<file path="src/rtl/window_pkg.sv">
// Shared definitions for the 3x3 sliding-window generator: window size,
// controller states and the packed-window bit-offset helper.
package window_pkg;

    localparam int WIN_K = 3;

    typedef enum logic [1:0] {
        IDLE,
        FILL,
        RUN,
        DONE
    } state_t;

    // Bit offset of window element (r,c) inside the packed window bus.
    function automatic int win_idx(input int r, input int c, input int bit_depth);
        return (WIN_K * r + c) * bit_depth;
    endfunction

endpackage

</file>
<file path="src/rtl/window_shift_reg.sv">
// 3x3 pixel register array: each enabled cycle shifts the window one column
// left and loads the incoming 3-row column into the rightmost column.
module window_shift_reg
    import window_pkg::*;
#(
    parameter int BIT_DEPTH = 8
) (
    input  logic                               clk,
    input  logic                               rst_n,
    input  logic                               shift_en,
    input  logic [WIN_K*BIT_DEPTH-1:0]         col_in,
    output logic [WIN_K*WIN_K*BIT_DEPTH-1:0]   win_data
);

    logic [BIT_DEPTH-1:0] win_q [WIN_K][WIN_K];

    // NOTE: this array is nine flops, not a RAM, so it takes the async reset
    // and reads back as all-zero after reset.
    always_ff @(posedge clk or negedge rst_n) begin
        if (!rst_n) begin
            for (int r = 0; r < WIN_K; r++) begin
                for (int c = 0; c < WIN_K; c++) begin
                    win_q[r][c] <= '0;
                end
            end
        end else if (shift_en) begin
            for (int r = 0; r < WIN_K; r++) begin
                for (int c = 0; c < WIN_K - 1; c++) begin
                    win_q[r][c] <= win_q[r][c+1];
                end
                win_q[r][WIN_K-1] <= col_in[r*BIT_DEPTH +: BIT_DEPTH];
            end
        end
    end

    always_comb begin
        win_data = '0;
        for (int r = 0; r < WIN_K; r++) begin
            for (int c = 0; c < WIN_K; c++) begin
                win_data[win_idx(r, c, BIT_DEPTH) +: BIT_DEPTH] = win_q[r][c];
            end
        end
    end

endmodule

</file>
<file path="src/rtl/window_gen3x3.sv">
// Sliding 3x3 window generator: pops columns from the 3-row linebuffer and
// presents one window per handshake to the downstream MAC stage.
module window_gen3x3
    import window_pkg::*;
#(
    parameter int BIT_DEPTH = 8,
    parameter int COLS      = 28
) (
    input  logic                             clk,
    input  logic                             rst_n,
    input  logic                             start,
    input  logic [BIT_DEPTH-1:0]             col_r1,
    input  logic [BIT_DEPTH-1:0]             col_r2,
    input  logic [BIT_DEPTH-1:0]             col_r3,
    output logic                             shift,
    output logic                             win_valid,
    input  logic                             win_ready,
    output logic [9*BIT_DEPTH-1:0]           win_data,
    output logic [$clog2(COLS)-1:0]          win_col,
    output logic                             busy,
    output logic                             done
);

    localparam int                CNT_W    = $clog2(COLS + 1);
    localparam int                COL_W    = $clog2(COLS);
    localparam logic [CNT_W-1:0]  COLS_CNT = CNT_W'(COLS);
    localparam logic [CNT_W-1:0]  FILL_END = CNT_W'(WIN_K - 1);

    state_t            state;
    state_t            state_nxt;
    logic [CNT_W-1:0]  popped;
    logic              handshake;
    logic              last_col;

    assign handshake = win_valid & win_ready;
    assign last_col  = (popped == COLS_CNT);

    always_ff @(posedge clk or negedge rst_n) begin
        if (!rst_n) begin
            state <= IDLE;
        end else begin
            state <= state_nxt;
        end
    end

    // NOTE: every combinational output gets a default first so no path can
    // leave it unassigned and infer a latch.
    always_comb begin
        state_nxt = state;
        case (state)
            IDLE: if (start) state_nxt = FILL;
            // The third capture happens on the edge leaving popped == 2.
            FILL: if (popped == FILL_END) state_nxt = RUN;
            RUN:  if (handshake && last_col) state_nxt = DONE;
            DONE: state_nxt = IDLE;
            default: state_nxt = IDLE;
        endcase
    end

    always_comb begin
        shift     = 1'b0;
        win_valid = 1'b0;
        busy      = 1'b1;
        done      = 1'b0;
        case (state)
            IDLE: busy = 1'b0;
            FILL: shift = 1'b1;
            RUN: begin
                win_valid = 1'b1;
                shift     = win_ready & ~last_col;
            end
            DONE: done = 1'b1;
            default: busy = 1'b0;
        endcase
    end

    always_ff @(posedge clk or negedge rst_n) begin
        if (!rst_n) begin
            popped  <= '0;
            win_col <= '0;
        end else if (state == IDLE) begin
            if (start) begin
                popped  <= '0;
                win_col <= '0;
            end
        end else begin
            if (shift) begin
                popped <= popped + CNT_W'(1);
            end
            if (state == RUN && shift) begin
                win_col <= win_col + COL_W'(1);
            end
        end
    end

    window_shift_reg #(
        .BIT_DEPTH (BIT_DEPTH)
    ) u_shift_reg (
        .clk      (clk),
        .rst_n    (rst_n),
        .shift_en (shift),
        .col_in   ({col_r3, col_r2, col_r1}),
        .win_data (win_data)
    );

    no_shift_on_stall: assert property (
        @(posedge clk) disable iff (!rst_n) !(shift && win_valid && !win_ready)
    );

endmodule

</file>
<file path="config.mk">
export PLATFORM = sky130hd
export DESIGN_NAME = window_gen3x3
export DESIGN_NICKNAME = d
export VERILOG_FILES = /design/src/rtl/window_pkg.sv /design/src/rtl/window_shift_reg.sv /design/src/rtl/window_gen3x3.sv
export SDC_FILE = /design/constraint.sdc
export NUM_CORES = 1
export LEC_CHECK = 0
export CORE_MARGIN = 2
export CORE_UTILIZATION = 42
export DETAILED_ROUTE_END_ITERATION = 10
export PLACE_DENSITY = 0.79
export SLEW_MARGIN = 20
export SYNTH_ARGS = -nofsm -noshare
export SYNTH_HDL_FRONTEND = slang
export SYNTH_SLANG_ARGS = --single-unit
</file>
<file path="constraint.sdc">
create_clock -name clk -period 2.2 [get_ports clk]
set_clock_uncertainty 0.15 [all_clocks]
set_input_delay 0.22 -clock clk [delete_from_list [all_inputs] [get_ports clk]]
set_output_delay 0.22 -clock clk [all_outputs]
set_load 0.02 [all_outputs]
</file>
==> flow_summary_export.csv, run 1 <==
group,metric,value,unit
timing,worst_pin_slew,0.5614,ns
drt,via_count,2413,
timing,fmax,465.3,MHz
global_routing,grt_max_degree,48,
logic_synthesis,yosysTopAreaCell,"dfrtp_1",
drt,drtPass1Iterations,4,
logic_synthesis,synthTopCellsByArea,"dfrtp_1 60%, mux2_1 12%, mux2_2 12%",
cells_and_area,fillers,644,
clock_tree,cts_tree,"built",
global_routing,grtUsageMet1,21.54,%
drt,routed_wl,7269,um
worst_setup_path,worstSetupPathType,"flop to output pin",
die,core.rowCount,33,
logic_synthesis,synth_edf_count,0,
worst_setup_path,end_kind,"output pin",
global_routing,grt-ovfl-total,0,
cells_and_area,nets,406,
timing,rsz0062_at_grt,"false",
timing,fin_crit,2.149,ns
clock_tree,numCtsBuffers,9,
die,ios,109,
clock_tree,htreeDepth,3,
global_routing,grt.busiest_layer,"met2",
logic_synthesis,syn_area,3492,sq um
cells_and_area,antenna_cells,0,
power,powerDensity,1826,nW/um^2
drt,ant_nets,0,
power,peakVddDrop,815.2,uV
cells_and_area,regArea,2102,sq um
worst_setup_path,required,1.83,ns
placement,place_area,4776,sq um
global_routing,met3_usage,4.427,%
logic_synthesis,synth_top_area_share,60.19,%
worst_setup_path,cp.arrival,1.78,ns
logic_synthesis,ys_seq_area_share,60.19,%
run_status,status,"completed",
cells_and_area,multi_input_area,1324,sq um
cells_and_area,drive_gt1_share,19.73,%
logic_synthesis,ys_ff_latch,84,
logic_synthesis,synth_top_cells_by_count,"84 x dfrtp_1, 36 x mux2_1, 36 x mux2_2",
worst_setup_path,path_max_fanout,4,
placement,place_inst,459,
power,leakage,2.094,nW
global_routing,first_global_vias,2367,
worst_setup_path,critPathLaunchType,"flop",
cells_and_area,fin_cells,480,
drt,drc,0,
clock_tree,clock_sinks,84,
placement,portBuffers,108,
die,die_y,95.19,um
timing,fin_crit_sh,97.70,%
logic_synthesis,syn-mean-instance-area,14.25,sq um
die,dieArea,9060,sq um
placement,gp_congestion,0.8749,
run,cap_violations,0,
logic_synthesis,synth_cells,245,
clock_tree,clk_path_buf_depth,2,
global_routing,antenna_found_initial,0,
logic_synthesis,synthArstFlopShare,100.0,%
logic_synthesis,synthFlopType,"dfrtp_1",
timing,slew_violations,0,
power,total_power,9.297,mW
global_routing,grt_usage,16.48,%
cells_and_area,area_delta_synth_final,45.79,%
timing,final.setup.tns,0,ns
placement,dp_hpwl,5043,um
drt,viasPerCell,5.027,
logic_synthesis,synth_cell_types,32,
timing,maxSlewHeadroom,62.58,%
cells_and_area,fin_area,5091,sq um
placement,place_ws,0.00006006,ns
drt,wl_per_cell,15.14,um
die,core_area,8134,sq um
die,start_util,42.93,%
clock_tree,clk_latency,0.34,ns
clock_tree,clkSlewWorstSetupHoldPaths,0.09,ns
worst_hold_path,hold_path.class,"input pin to async pin",
timing,fin_ws,0.05070,ns
logic_synthesis,synth_nets,281,
global_routing,grt_use_met2,26.17,%
timing,hold_viol,0,
logic_synthesis,yosysMostFrequentCell,"dfrtp_1",
clock_tree,root_buffer,"clkbuf_8",
drt,first_iter_violations,47,
timing,setup_violations,0,
global_routing,grt_pass1_wl,11510,um
die,die_w,95.19,um
logic_synthesis,ys_warn_count,0,
==> final timing paths <==
check / slack [ns] / end / from / depth (start not counted)
setup / recovery: 0.05 / busy / state[0] / 4
hold reg to reg: 0.34 / u_shift_reg.win_data[26] / u_shift_reg.win_data[26] / 1
hold / removal: 0.26 / u_shift_reg.win_data[3] / rst_n / 2
min in group clk: 0.33 / u_shift_reg.win_data[20] / col_r1[4] / 2
setup reg to reg: 0.08 / u_shift_reg.win_data[50] / state[0] / 8
max in group asynchronous: 1.00 / u_shift_reg.win_data[65] / rst_n / 3
==> cells by family (layout without fill, tap and decap cells) <==
family                   Yosys count  after routing  synth area share, %
buffers and inverters             18            148                2.723
AND/OR/NAND/NOR                   34             34                4.730
flip-flops                        84             84                60.19
multiplexers                      77             77                24.79
XOR/XNOR                           4              4                1.003
adder cells (fa/ha/maj)            8              8                2.866
AO/OA/AOI/OAI                     20             20                3.690
==> routing by layer <==
layer | vias to the layer above | share of wire, %
li1 | 1123 | -
met1 | 1198 | 44
met2 | 81 | 48
met3 | 11 | 6.5
met4 | 0 | 1.3
met5 | - | 0
==> state kept, by name (all words and copies together), names as in the netlist <==
| register | count |
|---|---|
| popped | 5 |
| win_col | 5 |
| state | 2 |
| u_shift_reg.win_data | 72 |
==> worst max-delay path: stages, from the launching register on <==
cell	delay, ns
dfrtp_1	0.40
inv_1	0.12
ha_4	0.18
inv_1	0.12
clkdlybuf4s50_1	0.62
==> cells in the final DEF, fill, tap and decap left out, types with 2 or more instances in the layout <==
master,Yosys,layout
buf_12,0,3
buf_4,4,13
bufinv_16,0,2
clkbuf_8,0,10
clkdlybuf4s50_1,0,105
clkinv_4,0,2
dfrtp_1,84,84
ha_1,8,7
inv_1,6,6
mux2_1,36,36
mux2_2,36,36
mux2i_1,4,4
nand2_1,16,16
nand3_1,5,4
nand4_1,3,3
nor2_1,2,2
nor2b_1,2,2
nor3_1,3,3
o211ai_1,2,2
o21ai_0,4,4
o21ai_1,3,2
o22ai_1,4,4
xnor2_1,4,4
==> power breakdown <==
part           switching, mW  leakage, nW  internal (mW)
logic                   2.39         1.00           2.79
registers              0.533        0.984           2.36
clock network          0.538        0.110          0.675
total                   3.47         2.09           5.83
==> layout make-up <==
type	instances	share of cell area (%)
inverters	6	0.4424
repair buffers	126	25.24
flip-flops and latches	84	41.29
multi-input cells	143	26.00
well taps	105	2.580
clock inverters	5	1.671
clock buffers	11	2.777
==> through the flow <==
stage               hold slack [ns]  utilization, %
floorplan                   -0.2256               -
global placement            0.09190           58.71
detailed placement          0.09824           58.71
CTS                          0.2661           61.54
global route                 0.3095           62.59
finish                       0.2634           62.59
==> repair_timing <==
item,4_1_cts,5_1_grt
setup buffers,0,3
endpoints found under the setup margin,2,74
endpoints found under the hold margin,42,0
cloned,0,1
gates resized for setup,5,3
pin swaps,0,1
hold buffers,1,0
No activity file was read; power rests on OpenSTA's default activity.
==> run 2, diff against run 1 <==
Settings changed: CAP_MARGIN set to 20, CORE_UTILIZATION 42 to 43, SYNTH_HIERARCHICAL set to 1.
==> run 2 against run 1 <==
  * Sequential power grew 2%
  * Final cell count shrank 4.6%
  * Die area grew 4.9%
  * Register-to-register slack gained 0.03 ns
==> flow_summary_export.csv, run 2 <==
group,metric,value,unit
run_status,status,"completed",
worst_setup_path,path_max_fanout,43,
cells_and_area,final_common_cell,"clkdlybuf4s50_1",
logic_synthesis,synth_edf_count,0,
logic_synthesis,synth_cells,228,
power,p_clk_share,10.8,%
logic_synthesis,synth_nets,264,
placement,portBuffers,108,
logic_synthesis,ys_warn_count,6,
worst_setup_path,critPathLaunchType,"flop",
logic_synthesis,yosysTopAreaCell,"dfrtp_1",
timing,rsz0062_at_grt,"false",
power,leakage,2.287,nW
logic_synthesis,synth_cell_types,28,
clock_tree,clock_sinks,84,
power,power_switching,3.472,mW
global_routing,grt_pass1_wl,12520,um
timing,fmax,477.6,MHz
logic_synthesis,syn_area,3760,sq um
worst_hold_path,hold_path.class,"input pin to async pin",
logic_synthesis,ys_seq_area_share,55.91,%
timing,final.setup.tns,0,ns
cells_and_area,drive_gt1_share,29.71,%
logic_synthesis,yosysMostFrequentCell,"dfrtp_1",
power,internal_power,6.063,mW
logic_synthesis,syn-mean-instance-area,16.49,sq um
cells_and_area,mostFrequentLayoutCells,"104 x clkdlybuf4s50_1, 84 x dfrtp_1, 71 x mux2_4, 12 x nand2_1, 11 x clkbuf_8",
global_routing,antenna_found_initial,0,
global_routing,grt_max_degree,45,
logic_synthesis,ys_ff_latch,84,
die,start_util,43.75,%
power,peakVddDrop,735.5,uV
cells_and_area,largest_reg_flops,72,
drt,viasPerCell,4.939,
timing,setup_violations,0,
placement,place_ws,0.08609,ns
die,dieArea,9508,sq um
cells_and_area,nets,381,
timing,hold_viol,0,
timing,slew_violations,0,
power,p_comb_share,58.3,%
clock_tree,htreeDepth,3,
drt,ant_nets,0,
clock_tree,root_buffer,"clkbuf_8",
timing,fin_crit,2.094,ns
worst_setup_path,required,2.28,ns
die,die_y,97.51,um
drt,via_count,2262,
worst_setup_path,cpPeakStageDelay,0.41,ns
worst_setup_path,path_buf_inv,2,
global_routing,grt_usage,16.18,%
power,powerDensity,1857,nW/um^2
clock_tree,clkSlewWorstSetupHoldPaths,0.09,ns
drt,wl_per_cell,16.11,um
timing,worst_pin_slew,0.5620,ns
power,sequentialPowerShare,30.9,%
drt,routed-wl-met2,3345,um
placement,gp_congestion,0.7720,
logic_synthesis,synth_top_area_share,55.91,%
timing,fin_crit_sh,95.18,%
die,ios,109,
logic_synthesis,synthTopCellsByArea,"dfrtp_1 56%, mux2_4 28%, buf_12 3.7%",
run,cap_violations,0,
clock_tree,cts_tree,"built",
drt,routed_wl,7378,um
die,core.rowCount,34,
logic_synthesis,synthFlopType,"dfrtp_1",
clock_tree,numCtsBuffers,9,
clock_tree,clk_latency,0.34,ns
worst_setup_path,worstSetupPathType,"flop to flop",
drt,first_iter_violations,40,
logic_synthesis,synth_top_cells_by_count,"84 x dfrtp_1, 71 x mux2_4, 12 x nand2_1",
drt,wl_met1,3505,um
drt,highest_layer,"met4",
worst_setup_path,slowest_stage,"dfrtp_1",
drt,wl_met3,458,um
power,switching_share,36.41,%
global_routing,grt-ovfl-total,0,
clock_tree,clk_path_buf_depth,2,
worst_setup_path,crit_chain,"inv_2 > ha_1 > and4_2 > nor2_2 > o21a_4 > buf_16 > mux2_4",
timing,maxSlewHeadroom,62.54,%
die,core_area,8593,sq um
worst_setup_path,cp_top_family,"flip-flops",
drt,drtPass1Iterations,4,
die,die_w,97.51,um
logic_synthesis,synthArstFlopShare,100.0,%
cells_and_area,antenna_cells,0,
global_routing,first_global_vias,2359,
worst_setup_path,end_kind,"flop",
timing,fin_ws,0.1061,ns
drt,drc,0,
placement,dp_hpwl,5190,um
worst_setup_path,cp.arrival,2.17,ns
cells_and_area,area_delta_synth_final,36.57,%
==> run 2: what timing repair did <==
action | in CTS | in global routing
hold buffers | 1 | 0
endpoints found under the hold margin | 43 | 0
endpoints found under the setup margin | 2 | 60
resized for setup | 5 | 7
buffers inserted | 0 | 0
gates cloned | 0 | 0
==> run 2: final timing paths <==
path                            depth (start not counted)                  endpoint  slack (ns)  startpoint
worst max-delay path                                    7  u_shift_reg/win_data[16]        0.11   popped[0]
worst min-delay path                                    2   u_shift_reg/win_data[5]        0.26       rst_n
worst max register to register                          7  u_shift_reg/win_data[16]        0.11   popped[0]
worst min register to register                          1                win_col[4]        0.36  win_col[4]
max in group asynchronous                               3  u_shift_reg/win_data[53]        1.02       rst_n
min in group clk                                        2  u_shift_reg/win_data[41]        0.33   col_r2[1]
==> run 2: kinds of logic after synthesis <==
logic type / count (synthesis) / share of synthesized area [%]
AO/OA/AOI/OAI: 15 / 2.496
XOR/XNOR: 2 / 0.4660
adder cells (fa/ha/maj): 8 / 2.662
buffers and inverters: 15 / 4.725
flip-flops: 84 / 55.91
multiplexers: 76 / 29.75
AND/OR/NAND/NOR: 28 / 3.993
==> run 2: through the flow <==
| step | hold slack (ns) | utilization, % | power, mW | std cells | area (sq um) |
|---|---|---|---|---|---|
| global placement | 0.09911 | 57.29 | 8.401 | 441 | 4923 |
| global route | 0.2998 | 59.76 | 10.07 | 458 | 5135 |
| floorplan | -0.2256 | - | 6.669 | 228 | 3762 |
| finish | 0.2650 | 59.76 | 9.535 | 458 | 5135 |
| CTS | 0.2696 | 59.60 | 9.595 | 458 | 5121 |
| detailed placement | 0.1045 | 57.29 | 8.538 | 441 | 4923 |
==> run 2: power by group through the flow <==
| stage | Sequential, mW | Combinational (mW) | Clock, mW |
|---|---|---|---|
| 2_1_floorplan | 3.73 | 2.94 | 0 |
| 4_1_cts | 2.96 | 5.57 | 1.07 |
| 6_report | 2.95 | 5.56 | 1.03 |
| 3_3_place_gp | 2.96 | 5.45 | 0 |
| 3_5_place_dp | 2.98 | 5.56 | 0 |
| 5_1_grt | 3.08 | 5.85 | 1.14 |
==> run 2: routing by layer <==
metal  GRT usage [%]  up-vias
met4           4.167        0
met1           23.67     1132
met2           23.34       86
met3           5.252        7
li1                -     1037
met5               0        -
==> run 2: area by class of cell <==
cell class              instances  area (sq um)
flip-flops and latches         84          2102
clock buffers                  11         151.4
repair buffers                115          1191
clock inverters                 5         35.03
well taps                     108         135.1
fillers                       677          3458
inverters                       6         22.52
multi-input cells             129          1498
